--- config.mk ---
export PLATFORM = sky130hd
export DESIGN_NAME = alarm_buzzer_ctrl
export DESIGN_NICKNAME = d
export VERILOG_FILES = /design/src/rtl/alarm_pkg.sv /design/src/rtl/alarm_phase_timer.sv /design/src/rtl/alarm_buzzer_ctrl.sv
export SDC_FILE = /design/constraint.sdc
export NUM_CORES = 1
export LEC_CHECK = 0
export ABC_AREA = 1
export CORE_MARGIN = 8
export CORE_UTILIZATION = 59
export DETAILED_ROUTE_END_ITERATION = 8
export PLACE_DENSITY = 0.91
export SLEW_MARGIN = 20
export SYNTH_ARGS = -nofsm -noshare
export SYNTH_HDL_FRONTEND = slang
export SYNTH_SLANG_ARGS = --single-unit
--- constraint.sdc ---
create_clock -name clk -period 2.9 [get_ports clk]
set_input_delay 0.29 -clock clk [delete_from_list [all_inputs] [get_ports clk]]
set_output_delay 0.29 -clock clk [all_outputs]
set_load 0.01 [all_outputs]
--- src/rtl/alarm_pkg.sv ---
// Shared definitions for the car-alarm buzzer path: state encoding and the
// default timing constants that the detector bench also relies on.
package alarm_pkg;

    localparam logic [2:0] ST_IDLE_ENC     = 3'd0;
    localparam logic [2:0] ST_QUALIFY_ENC  = 3'd1;
    localparam logic [2:0] ST_BEEP_ON_ENC  = 3'd2;
    localparam logic [2:0] ST_BEEP_OFF_ENC = 3'd3;
    localparam logic [2:0] ST_SNOOZE_ENC   = 3'd4;
    localparam logic [2:0] ST_DONE_ENC     = 3'd5;

    typedef enum logic [2:0] {
        S_IDLE     = ST_IDLE_ENC,
        S_QUALIFY  = ST_QUALIFY_ENC,
        S_BEEP_ON  = ST_BEEP_ON_ENC,
        S_BEEP_OFF = ST_BEEP_OFF_ENC,
        S_SNOOZE   = ST_SNOOZE_ENC,
        S_DONE     = ST_DONE_ENC
    } alarm_state_t;

    localparam int DEF_QUAL_CYC     = 4;
    localparam int DEF_BEEP_ON_CYC  = 8;
    localparam int DEF_BEEP_OFF_CYC = 8;
    localparam int DEF_MAX_BEEPS    = 16;
    localparam int DEF_SNOOZE_CYC   = 64;

    function automatic int max_int(input int a, input int b);
        return (a > b) ? a : b;
    endfunction

endpackage

--- src/rtl/alarm_phase_timer.sv ---
// Loadable down-counter shared by all timed alarm states; expired is high
// once the loaded count has run down to zero.
module alarm_phase_timer #(
    parameter int W = 4
) (
    input  logic         clk,
    input  logic         rst_n,
    input  logic         load,
    input  logic [W-1:0] load_val,
    output logic         expired
);

    logic [W-1:0] cnt_q;
    logic [W-1:0] cnt_d;

    // Saturates at zero so expired stays asserted until the next load.
    always_comb begin
        cnt_d = cnt_q;
        if (load) begin
            cnt_d = load_val;
        end else if (cnt_q != '0) begin
            cnt_d = cnt_q - W'(1);
        end
    end

    always_ff @(posedge clk or negedge rst_n) begin
        if (!rst_n) begin
            cnt_q <= '0;
        end else begin
            cnt_q <= cnt_d;
        end
    end

    assign expired = (cnt_q == '0);

endmodule

--- src/rtl/alarm_buzzer_ctrl.sv ---
// Qualifies the detector's sAlarm, pulses the buzzer in bounded bursts and
// handles driver acknowledge/snooze. Outputs decode registered state only.
module alarm_buzzer_ctrl
    import alarm_pkg::*;
#(
    parameter int QUAL_CYC     = DEF_QUAL_CYC,
    parameter int BEEP_ON_CYC  = DEF_BEEP_ON_CYC,
    parameter int BEEP_OFF_CYC = DEF_BEEP_OFF_CYC,
    parameter int MAX_BEEPS    = DEF_MAX_BEEPS,
    parameter int SNOOZE_CYC   = DEF_SNOOZE_CYC,
    parameter int CW           = $clog2(MAX_BEEPS + 1)
) (
    input  logic          clk,
    input  logic          rst_n,
    input  logic          enable,
    input  logic          sAlarm,
    input  logic          ack,
    output logic          buzzer,
    output logic          alarm_active,
    output logic          timed_out,
    output logic [CW-1:0] beep_count
);

    localparam int TMAX = max_int(max_int(QUAL_CYC, BEEP_ON_CYC),
                                  max_int(BEEP_OFF_CYC, SNOOZE_CYC));
    localparam int TW   = $clog2(TMAX + 1);

    // The timer holds cycles remaining after the current one, so a state
    // lasting N cycles loads N-1. The first qualifying sample is taken in
    // IDLE, leaving QUAL_CYC-1 cycles in QUALIFY.
    localparam logic [TW-1:0] LD_QUAL   = TW'(QUAL_CYC - 2);
    localparam logic [TW-1:0] LD_ON     = TW'(BEEP_ON_CYC - 1);
    localparam logic [TW-1:0] LD_OFF    = TW'(BEEP_OFF_CYC - 1);
    localparam logic [TW-1:0] LD_SNOOZE = TW'(SNOOZE_CYC - 1);
    localparam logic [CW-1:0] MAX_CNT   = CW'(MAX_BEEPS);

    alarm_state_t  state_q, state_d;
    logic [CW-1:0] beep_count_q, beep_count_d;
    logic          timer_load;
    logic [TW-1:0] timer_val;
    logic          timer_expired;

    alarm_phase_timer #(
        .W(TW)
    ) u_timer (
        .clk      (clk),
        .rst_n    (rst_n),
        .load     (timer_load),
        .load_val (timer_val),
        .expired  (timer_expired)
    );

    // Priority: enable, then sAlarm, then ack, then timer expiry.
    always_comb begin
        state_d      = state_q;
        beep_count_d = beep_count_q;
        if (!enable) begin
            state_d      = S_IDLE;
            beep_count_d = '0;
        end else begin
            unique case (state_q)
                S_IDLE: begin
                    beep_count_d = '0;
                    if (sAlarm) state_d = S_QUALIFY;
                end
                S_QUALIFY: begin
                    if (!sAlarm) begin
                        state_d      = S_IDLE;
                        beep_count_d = '0;
                    end else if (timer_expired) begin
                        state_d = S_BEEP_ON;
                    end
                end
                S_BEEP_ON: begin
                    if (!sAlarm) begin
                        state_d      = S_IDLE;
                        beep_count_d = '0;
                    end else if (ack) begin
                        state_d = S_SNOOZE;
                    end else if (timer_expired) begin
                        state_d      = S_BEEP_OFF;
                        beep_count_d = beep_count_q + CW'(1);
                    end
                end
                S_BEEP_OFF: begin
                    if (!sAlarm) begin
                        state_d      = S_IDLE;
                        beep_count_d = '0;
                    end else if (ack) begin
                        state_d = S_SNOOZE;
                    end else if (timer_expired) begin
                        state_d = (beep_count_q == MAX_CNT) ? S_DONE : S_BEEP_ON;
                    end
                end
                S_SNOOZE: begin
                    if (!sAlarm) begin
                        state_d      = S_IDLE;
                        beep_count_d = '0;
                    end else if (timer_expired) begin
                        state_d      = S_BEEP_ON;
                        beep_count_d = '0;
                    end
                end
                S_DONE: begin
                    if (!sAlarm) begin
                        state_d      = S_IDLE;
                        beep_count_d = '0;
                    end
                end
                default: begin
                    state_d      = S_IDLE;
                    beep_count_d = '0;
                end
            endcase
        end
    end

    // Every state change reloads the phase timer with the new state's length.
    always_comb begin
        timer_load = (state_d != state_q);
        timer_val  = '0;
        unique case (state_d)
            S_QUALIFY:  timer_val = LD_QUAL;
            S_BEEP_ON:  timer_val = LD_ON;
            S_BEEP_OFF: timer_val = LD_OFF;
            S_SNOOZE:   timer_val = LD_SNOOZE;
            default:    timer_val = '0;
        endcase
    end

    always_ff @(posedge clk or negedge rst_n) begin
        if (!rst_n) begin
            state_q      <= S_IDLE;
            beep_count_q <= '0;
        end else begin
            state_q      <= state_d;
            beep_count_q <= beep_count_d;
        end
    end

    assign buzzer       = (state_q == S_BEEP_ON);
    assign alarm_active = (state_q == S_QUALIFY) || (state_q == S_BEEP_ON) ||
                          (state_q == S_BEEP_OFF) || (state_q == S_SNOOZE);
    assign timed_out    = (state_q == S_DONE);
    assign beep_count   = beep_count_q;

endmodule

==> impl_metrics.py <==
metrics = {
    "layout": {
        "n_antenna_cell": 0,
        "seq_area_um2": 375,
        "fillers": 148,
        "finalNetCount": 177,
        "area_growth_pct": 15.0,
        "drive_above_1_share": 0.161,
        "multi_input_area_um2": 653,
    },
    "synth": {
        "synth.top_cells.by_count": "nand2_1 (40), inv_1 (17), dfrtp_1 (15)",
        "synth_nets": 161,
        "synth-edff-count": 0,
        "yosysTopAreaCell": "dfrtp_1",
        "yosysMostFrequentCell": "nand2_1",
        "synth.area.top_cells": "dfrtp_1 (34%), nand2_1 (13%), nand3_1 (5.8%), inv_1 (5.7%), a21oi_1 (3.6%)",
        "yosysSeqAreaShare": 0.337,
        "yosysUniqueCellTypes": 24,
        "synth_cells": 153,
        "synth_ff_type": "dfrtp_1",
        "synth_top_area_frac": 0.337,
        "avgSynthCellArea_um2": 7.29,
        "synth_warnings": 0,
        "synth_seq_cells": 15,
        "synth-async-reset-ratio": 1.00,
        "syn_area_um2": 1110,
    },
    "route": {
        "drt-total-wl_um": 2450,
        "wl_met3_um": 69,
        "drc": 0,
        "drtIter0Drc": 31,
        "ant_nets": 0,
        "wl_per_cell_um": 12.7,
        "num_vias": 1006,
        "via_per_inst": 5.21,
        "wl_met1_um": 1170,
        "wl_met2_um": 1180,
        "top_layer_used": "met4",
        "first_pass_iters": 4,
    },
    "global_routing": {
        "grt_use_total": 0.154,
        "grt_max_degree": 16,
        "grt_pass1_wl_um": 4180,
        "antenna_found_initial": 0,
        "grt_pass1_vias": 1018,
        "grt_overflow": 0,
    },
    "clock_tree": {
        "cts-root-buf": "clkbuf_4",
        "cts-buffers-inserted": 3,
        "cts-resized-gates": 0,
        "clock_path_buffers": 2,
        "cts_tree": "done",
        "clk_latency_ns": 0.28,
        "clkTransAtPathRegs_ns": 0.09,
        "ctsHoldBuffers": 0,
        "post-cts-setup-buffers": 0,
        "cts_max_level": 1,
        "cts.sinks": 15,
    },
    "setup_path": {
        "critPathMaxFanout": 6,
        "setup.worst_path.class": "flip-flop to flip-flop",
        "crit_path_start": "u_timer.cnt_q[0]",
        "cp.required_ns": 3.10,
        "start_kind": "flip-flop",
        "arrival_ns": 2.37,
        "setup.worst_path.end": "u_timer.cnt_q[4]",
        "ff2ff_path_depth": 16,
        "reg2reg_slack_ns": 0.73,
        "worstReg2RegStart": "u_timer.cnt_q[0]",
        "cp-end-kind": "flip-flop",
        "reg2reg_to": "u_timer.cnt_q[4]",
    },
    "pwr": {
        "leakage_nw": 0.627,
        "max-vdd-ir-drop_uv": 522,
        "p_per_area_nw_per_um2": 607,
        "p_total_uw": 778,
    },
    "sta": {
        "final_max_slew_viol_count": 0,
        "hold_viol_final": 0,
        "fmax_mhz": 461,
        "setup_viol": 0,
        "skew_ns": 0.00276,
        "rsz0062_at_grt": "no",
        "post-route-period-util": 0.748,
        "finalCriticalPeriod_ns": 2.17,
        "slew_headroom": 0.533,
        "tightest_slew_ns": 0.698,
        "fin_setup_tns_ns": 0,
    },
    "place": {
        "dp_hpwl_um": 1990,
        "portBuffers": 12,
        "gp_congestion": 0.934,
    },
    "floorplan": {
        "start_util": 0.639,
        "die_h_um": 59.5,
        "coreArea_um2": 1750,
        "num_rows": 15,
        "io_pins": 13,
        "chipWidth_um": 59.5,
        "die-area_um2": 3540,
    },
    "status": {
        "status": "finished clean",
    },
    "hold_path": {
        "hold_class": "primary input to asynchronous set/reset pin",
    },
    "job": {
        "max_cap_violations": 0,
    },
}
[sequential cells by signal, summed over array words and instances (netlist names)]
signal         cells
state_q            3
u_timer.cnt_q      7
beep_count         5
[worst min-delay path by stage]
stage                     startpoint               end  slack (ns)  depth (start not counted)
CTS                            rst_n  u_timer.cnt_q[1]        0.43                          1
floorplan                      rst_n     beep_count[0]      -0.006                          0
finish                         rst_n  u_timer.cnt_q[0]        0.42                          1
detailed placement  u_timer.cnt_q[1]  u_timer.cnt_q[1]        0.53                          2
global placement    u_timer.cnt_q[1]  u_timer.cnt_q[1]        0.51                          2
global route                   rst_n     beep_count[4]        0.46                          1
[per-stage QoR]
| step | util | hold slack [ns] | setup slack (ns) | cells | instance area, um2 |
|---|---|---|---|---|---|
| 6_report | 0.735 | 0.419 | 0.730 | 193 | 1280 |
| 5_1_grt | 0.735 | 0.460 | 0.514 | 193 | 1280 |
| 4_1_cts | 0.735 | 0.430 | 0.733 | 193 | 1280 |
| 3_5_place_dp | 0.719 | 0.527 | 0.736 | 189 | 1250 |
| 3_3_place_gp | 0.719 | 0.506 | 0.807 | 189 | 1250 |
| 2_1_floorplan | - | -0.00559 | 1.03 | 153 | 1110 |
[report_power, final]
| part | internal, mW | leakage (nW) | switching, mW | total, mW |
|---|---|---|---|---|
| registers | 0.249 | 0.201 | 0.0378 | 0.287 |
| clock network | 0.0513 | 0.0177 | 0.0678 | 0.119 |
| logic | 0.155 | 0.409 | 0.217 | 0.373 |
| total | 0.456 | 0.627 | 0.323 | 0.778 |
[worst max-delay path, cell delays in order, from the launching register on]
cell,delay [ns]
dfrtp_1,0.37
inv_1,0.11
ha_1,0.23
inv_2,0.07
nor2_4,0.11
inv_1,0.06
nor2_2,0.13
nand2_1,0.09
nand3_1,0.07
nand2_1,0.09
nand2_2,0.10
nand2_1,0.05
nand2_1,0.18
nor2_8,0.08
nand2_4,0.09
nand2_1,0.09
a21oi_1,0.17
[cell families after synthesis]
family / count (synthesis) / share of synthesized area
buffers and inverters: 21 / 0.0774
DFF: 15 / 0.337
and+or+nand+nor: 90 / 0.416
xor gates and xnor gates: 6 / 0.0471
AOI/OAI and AO/OA: 18 / 0.0887
adders and majority gates: 3 / 0.0337
[cell usage in the layout, fill, tap and decap left out, types with 3 or more instances in the layout]
cell / synthesis / layout
a21oi_1: 8 / 8
clkbuf_4: 0 / 3
clkdlybuf4s50_1: 0 / 12
dfrtp_1: 15 / 15
ha_1: 3 / 3
inv_1: 17 / 17
inv_2: 3 / 3
nand2_1: 40 / 40
nand2_2: 6 / 6
nand3_1: 13 / 13
nor2_1: 9 / 9
nor2_2: 5 / 5
nor3_1: 7 / 7
o21ai_0: 7 / 7
xor2_1: 4 / 4
[final cells by class]
class                   instances  share of cell area
inverters                      20              0.0585
well taps                      25              0.0244
repair buffers                 12              0.0937
flip-flops and latches         15               0.293
clock inverters                 1             0.00390
clock buffers                   3              0.0176
multi-input cells             117               0.509
[metal layers]
metal  global-route usage  vias to the layer above
li1                     -                      518
met1                0.181                      465
met2                0.262                       19
met3               0.0260                        4
met4               0.0751                        0
met5                    0                        -
Note: power is estimated with default switching activity, not from simulation.
